File: src/rtl/console_ctrl.sv
// rtl/console_ctrl.sv - memory-mapped console output FIFO with status/control register
// Byte stores to CONSOLE_ADDR are queued and drained to a valid/ready character sink.
module console_ctrl #(
  parameter logic [31:0] CONSOLE_ADDR = 32'h0000FFFC,
  parameter logic [31:0] STATUS_ADDR  = 32'h0000FFF8,
  parameter int unsigned DEPTH        = 8,
  parameter bit          DROP_ON_FULL = 1'b0
) (
  input  logic        clk,
  input  logic        reset,
  input  logic        memwrite,
  input  logic        memread,
  input  logic [31:0] dataadr,
  input  logic [31:0] writedata,
  output logic [31:0] readdata,
  output logic        rd_hit,
  output logic        stall,
  output logic        char_valid,
  output logic [7:0]  char_data,
  input  logic        char_ready,
  output logic        overflow
);
  localparam int AW = $clog2(DEPTH);
  localparam int CW = AW + 1;

  logic [7:0]    mem_q [DEPTH];
  logic [AW-1:0] wr_ptr_q, wr_ptr_d;
  logic [AW-1:0] rd_ptr_q, rd_ptr_d;
  logic [CW-1:0] count_q, count_d;
  logic [15:0]   sent_q, sent_d;
  logic          overflow_q, overflow_d;

  logic wr_hit, ctl_hit, full, empty, push, pop, drop;
  logic flush, clr_sent, clr_ovf;
  logic unused_wdata;

  assign wr_hit   = memwrite && (dataadr == CONSOLE_ADDR);
  assign ctl_hit  = memwrite && (dataadr == STATUS_ADDR);
  assign full     = (count_q == CW'(DEPTH));
  assign empty    = (count_q == '0);
  assign push     = wr_hit && !full;
  assign pop      = !empty && char_ready;
  assign drop     = DROP_ON_FULL && wr_hit && full;
  assign flush    = ctl_hit && writedata[0];
  assign clr_sent = ctl_hit && writedata[1];
  assign clr_ovf  = ctl_hit && writedata[2];
  assign unused_wdata = ^writedata[31:8];

  // Stall deliberately ignores char_ready: a freed slot is used one cycle later.
  assign stall      = !DROP_ON_FULL && wr_hit && full && reset;
  assign rd_hit     = memread && (dataadr == STATUS_ADDR) && reset;
  assign readdata   = rd_hit ? {sent_q, 8'(count_q), 5'b0, overflow_q, full, empty} : 32'h0;
  assign char_valid = !empty;
  assign char_data  = mem_q[rd_ptr_q];
  assign overflow   = overflow_q;

  always_comb begin
    wr_ptr_d   = wr_ptr_q;
    rd_ptr_d   = rd_ptr_q;
    count_d    = count_q;
    sent_d     = sent_q;
    overflow_d = overflow_q;
    if (flush) begin
      wr_ptr_d = '0;
      rd_ptr_d = '0;
      count_d  = '0;
    end else begin
      if (push) wr_ptr_d = wr_ptr_q + AW'(1);
      if (pop)  rd_ptr_d = rd_ptr_q + AW'(1);
      count_d = count_q + CW'(push) - CW'(pop);
    end
    // A byte accepted by the sink counts as sent even if flushed in the same cycle.
    if (clr_sent)  sent_d = '0;
    else if (pop)  sent_d = sent_q + 16'd1;
    if (clr_ovf)   overflow_d = 1'b0;
    else if (drop) overflow_d = 1'b1;
  end

  always_ff @(posedge clk or negedge reset) begin
    if (!reset) begin
      wr_ptr_q   <= '0;
      rd_ptr_q   <= '0;
      count_q    <= '0;
      sent_q     <= '0;
      overflow_q <= 1'b0;
    end else begin
      wr_ptr_q   <= wr_ptr_d;
      rd_ptr_q   <= rd_ptr_d;
      count_q    <= count_d;
      sent_q     <= sent_d;
      overflow_q <= overflow_d;
    end
  end

  always_ff @(posedge clk) begin
    if (push) mem_q[wr_ptr_q] <= writedata[7:0];
  end
endmodule

File: config.mk
export PLATFORM = sky130hd
export DESIGN_NAME = console_ctrl
export DESIGN_NICKNAME = d
export VERILOG_FILES = /design/src/rtl/console_ctrl.sv
export SDC_FILE = /design/constraint.sdc
export NUM_CORES = 1
export LEC_CHECK = 0
export BUFFER_PORTS_ARGS = -buffer_cell sky130_fd_sc_hd__buf_2
export CORE_UTILIZATION = 48
export DETAILED_ROUTE_END_ITERATION = 10
export PLACE_DENSITY = 0.74
export SYNTH_ARGS = -nofsm -noshare
export SYNTH_HDL_FRONTEND = slang
export SYNTH_SLANG_ARGS = --single-unit
File: constraint.sdc
create_clock -name clk -period 3.4 [get_ports clk]
set_input_delay 1.02 -clock clk [delete_from_list [all_inputs] [get_ports clk]]
set_output_delay 1.02 -clock clk [all_outputs]
set_load 0.05 [all_outputs]
; Word-level counts from Yosys, hierarchy flattened
; Memory sizes are Yosys's and may differ from the RTL's.
; Index checks and enable logic that the tools add are counted.
[word_totals]
mem_bits_rw = 64
wordCells = 39
memories = 1
ff_bits = 26
in_bits = 69
[op_classes]
reduce_logical = 16
n_eq_ne = 3
mux = 10
addsub = 5
[mem_list]
columns = memory, words, width, read_ports, rd_clocked_by_memory_dff, wr, line_no
row1 = mem_q, 8, 8, 1, 0, 1, 26  ; logic [7:0] mem_q [DEPTH];
[ops]
columns = operator, n
row1 = $eq 32x16->1 const B, 2
row2 = $mux 16, 2
row3 = $mux 32, 1
row4 = $add 16x1->16 const B, 1
row5 = $mux 3, 4
row6 = $logic_and 1x1->1, 10
row7 = $add 3x1->3 const B, 2
row8 = $reduce_bool 2->1, 3
row9 = $add 4x1->4, 1
row10 = $eq 4x4->1 const B, 1
row11 = $logic_not 4->1, 1
row12 = $mux 4, 1
row13 = $sub 4x1->4, 1
row14 = $logic_not 1->1, 2
row15 = $mux 1, 2

; Longest topological paths before layout
[logic_depth]
depth_word = 6
ltp_mapped = 13
mapped_depth_nobuf = 12

; Worst setup path before layout
; OpenSTA, ideal clock, no wires.
[synth_path]
path_kind = input port to output port
from = input dataadr[30]
to = output readdata[22]
path_slack_ps = -607
t_arrival_ps = 2987
required_time_ps = 2380
stages = 6
path_cell_list = nand4b_1 or4_1 buf_2 nor4_4 buf_2 and2_1
[synth_via]
elab_chain_cells = 4
[synth_lines]
columns = item, line_no
row1 = "start, declared", 13  ; input logic [31:0] dataadr,
row2 = $eq 32x16->1, 51  ; assign rd_hit = memread && (dataadr == STATUS_ADDR) && reset;
row3 = $logic_and 1x1->1 (2 in a row), 51
row4 = named net rd_hit, 16  ; output logic rd_hit,
row5 = $mux 32, 52  ; assign readdata = rd_hit ? {sent_q, 8'(count_q), 5'b0, overflow_q, full, empty} : 32'h0;
row6 = "end, declared", 15  ; output logic [31:0] readdata,
; The timed path passes the listed nets, and every way through them passes these cells.

; Final worst setup path
[layout_path]
from = input dataadr[7]
to = output readdata[26]
[layout_via]
elab_chain_cells = 4
[layout_lines]
columns = item, line_no
row1 = $eq 32x16->1, 51
row2 = $logic_and 1x1->1 (2 in a row), 51
row3 = $mux 32, 52
; Every way passes these cells.

==> impl_table.tex <==
\begin{tabular}{lr}
\hline
Metric & Value \\
\hline
\multicolumn{2}{l}{\textbf{Detailed routing}} \\
Final WL & 9220 um \\
Number of iterations in the first detailed-routing pass & 7 \\
DR WL/cell & 17.6 um \\
Per-cell via count in the routed design & 5.68 \\
Post-detailed-route DRC marker count & 0 \\
Total number of vias & 2,972 \\
Detailed router's first-iteration violation count & 173 \\
Number of nets with antenna violations after routing & 0 \\
\multicolumn{2}{l}{\textbf{Outcome}} \\
Failing checks & negative setup slack \\
Status & complete, but fails checks \\
\multicolumn{2}{l}{\textbf{Synthesis}} \\
Yosys cell types & 46 \\
Number of enable flip-flop cells after synthesis & 64 \\
Flip-flop and latch count after synthesis & 90 \\
Post-synth design cell area & 0.00431 sq mm \\
Ys Warns & 0 \\
Top cell types by occurrence after synthesis & edfxtp\_1 (64), dfrtp\_1 (26), and2\_1 (22), mux4\_2 (16) \\
Most used DFF post-synth & edfxtp\_1 \\
Synthesized instance count & 305 \\
Cell type contributing the most total cell area after synthesis & edfxtp\_1 \\
Portion of the post-synthesis area used by sequential elements & 59.7\% \\
Most frequently used cell type in the post-synthesis netlist & edfxtp\_1 \\
Top-area cell type share of the netlist area & 44.6\% \\
Async SR Flop Fraction & 28.9\% \\
Average instance area after synthesis & 14.1 sq um \\
Leading cell types by total area after synthesis & edfxtp\_1 (45\%), dfrtp\_1 (15\%), mux4\_2 (8.4\%) \\
\multicolumn{2}{l}{\textbf{Final layout}} \\
Cell area after layout & 0.00555 sq mm \\
Share of the core filled with cells in the final layout & 63.6\% \\
NumNets Final & 489 \\
Fraction of layout instances using a drive strength above 1 & 44.1\% \\
Area growth syn-to-layout & 28.7\% \\
Fill cell total of the finished layout & 643 \\
Final antenna diode count & 0 \\
Non-Filler Instances & 523 \\
\multicolumn{2}{l}{\textbf{Clock network}} \\
Clock latency on the worst-skew pair & 0.36 ns \\
Buffer depth of the longest clock path & 2 \\
Clock-pin slew of the registers on the worst-case setup and hold paths & 0.10 ns \\
Num Clock Sinks & 90 \\
TritonCTS clock tree & yes \\
Root buf cell & clkbuf\_8 \\
Num CTS Buffers & 9 \\
Number of hold buffers added after CTS & 0 \\
Number of levels in the clock H-tree & 3 \\
\multicolumn{2}{l}{\textbf{Timing}} \\
Hold violation total from the final report & 0 \\
Relative max-transition margin & 66.6\% \\
Count of final max-slew check failures & 0 \\
Unrepaired setup endpoints after global routing & true \\
Final worst path period share & 107\% \\
Achievable Freq & 0.274 GHz \\
Clock period minus final worst setup slack & 3.64 ns \\
Worst Slack Setup Final & -0.244 ns \\
Setup clock skew after layout & 0.0143 ns \\
Final setup violation count & 23 \\
Slew of the pin with the lowest slew margin & 0.502 ns \\
\multicolumn{2}{l}{\textbf{Critical path}} \\
CP required & 2.38 ns \\
CP endpoint kind & output pin \\
Crit Path Category & in2out \\
Cell depth of the worst flop-to-flop path & 10 \\
Arr. time, crit path & 2.62 ns \\
Startpoint Class & primary input \\
CP max FO & 5 \\
\multicolumn{2}{l}{\textbf{Worst hold path}} \\
Type of the tightest min-delay check & reg2reg \\
Hold path cells & 2 \\
\multicolumn{2}{l}{\textbf{Place}} \\
Dpl cells & 500 \\
Post-place setup slack & -0.468 ns \\
Final GP Congestion & 0.763 \\
Half-perimeter wire length of the detailed placement result & 6000 um \\
IO Port Bufs & 77 \\
Area after detailed placement & 0.00500 sq mm \\
\multicolumn{2}{l}{\textbf{Global route}} \\
Number of global-route vias before repair & 3,023 \\
Gr usage total & 20.5\% \\
Initial antenna violation count & 0 \\
Wire length of the first global-routing pass & 15,000 um \\
Remaining global-route overflow & 0 \\
Maximum number of pins on one net before global-route repair & 27 \\
\multicolumn{2}{l}{\textbf{Die}} \\
Die Footprint & 0.00936 sq mm \\
Die outline height & 96.8 um \\
Die Span X & 96.8 um \\
Starting density of the core & 49.4\% \\
Core Box Area & 0.00872 sq mm \\
Number of placed I/O pins & 113 \\
Core Rows & 34 \\
\multicolumn{2}{l}{\textbf{Run}} \\
Number of max-capacitance violations reported & 0 \\
\multicolumn{2}{l}{\textbf{Power and ir drop}} \\
Peak supply drop & 0.271 mV \\
Standby leakage power & 2.23 nW \\
Power per unit of standard cell area & 600 mW/mm\^{}2 \\
Final Total Pwr & 3.33 mW \\
\hline
\end{tabular}
[power by group]
group          internal, mW  switching [mW]
clock                 0.353           0.398
sequential             1.27           0.127
combinational         0.499           0.683
[repair_timing]
action	in CTS	in global routing
pin swaps	3	2
setup buffers	5	0
gates resized for setup	76	1
cloned	2	0
hold endpoints to repair	0	0
endpoints found under the setup margin	24	24
[worst max-delay path, cell delays in order]
cell,delay [ns]
buf_2,0.08
nand4_1,0.13
or4_4,0.59
nor4_4,0.16
buf_6,0.17
buf_6,0.10
buf_6,0.10
and2_4,0.14
buf_8,0.14
[cells in the final DEF (no fill, tap or decap), types with 2 or more instances in the layout]
cell,netlist,layout
nor2_1,7,7
inv_8,0,2
and4_1,3,3
a21oi_1,13,13
mux2_2,8,8
xor2_1,7,7
nand4_1,11,11
inv_6,0,2
edfxtp_1,64,64
mux2i_1,2,2
inv_1,8,8
and3_1,3,3
or4_1,4,3
buf_2,5,52
clkbuf_8,0,9
buf_8,0,20
ha_1,9,9
nor3_1,4,3
nand2_1,8,8
o21ai_0,5,5
nand3_1,10,9
buf_4,13,28
and2_4,0,19
conb_1,1,11
nor2b_4,0,2
nor4_2,0,3
dfrtp_1,26,26
nand2b_1,3,3
and2_1,22,2
a22oi_1,9,9
buf_6,0,8
or3_1,5,5
or4_4,1,2
o31ai_1,5,5
mux4_2,16,16
xnor2_1,3,3
a21boi_1,2,2
nor4_4,2,2
[worst paths after layout]
kind                                end  startpoint  slack (ns)
hold reg to reg              sent_q[15]  sent_q[15]        0.59
min in group asynchronous    sent_q[14]       reset        0.74
setup reg to reg             count_q[1]  count_q[2]        0.70
hold / removal               sent_q[15]  sent_q[15]        0.59
max in group asynchronous     sent_q[5]       reset        2.39
setup / recovery           readdata[26]  dataadr[7]       -0.24
[routing by layer]
metal / vias up / GRT usage (%) / part of all wire (%)
met5: - / 0 / 0
met4: 0 / 7.23 / 1.6
li1: 1362 / - / -
met3: 13 / 4.05 / 5.3
met1: 1474 / 27.2 / 42
met2: 123 / 33.9 / 51
[stage by stage]
stage	TNS (ns)	hold WS (ns)
2_1_floorplan	-5.98	0.519
3_3_place_gp	-10.16	0.547
3_5_place_dp	-10.44	0.565
4_1_cts	-4.21	0.585
5_1_grt	-6.54	0.630
6_report	-4.56	0.595
[sequential cells by signal (all words and copies together), names as in the netlist]
register  count
mem_q        64
sent_q       16
count_q       4
rd_ptr_q      3
wr_ptr_q      3
[logic make-up (layout without fill, tap and decap cells)]
kind of cell               Yosys count  in the layout  synth area share (%)
and+or+nand+nor                     94             94                  13.8
DFF                                 90             90                  59.7
AOI/OAI and AO/OA                   40             40                  6.12
buffers and inverters               34            134                  4.24
muxes                               26             26                  10.9
adders and majority gates           10             10                  3.08
xor gates and xnor gates            10             10                  2.03
other                                1             11                0.0870
[area by class of cell]
type / instances / area (sq um) / area share, %
clock buffer: 9 / 124 / 2.23
clock inverter: 7 / 81.3 / 1.47
inverter: 8 / 30.0 / 0.541
multi-input combinational: 191 / 1700 / 30.6
sequential: 90 / 2570 / 46.4
tap: 108 / 135 / 2.44
timing repair buffer: 110 / 908 / 16.4
No activity file was read; power rests on OpenSTA's default activity.
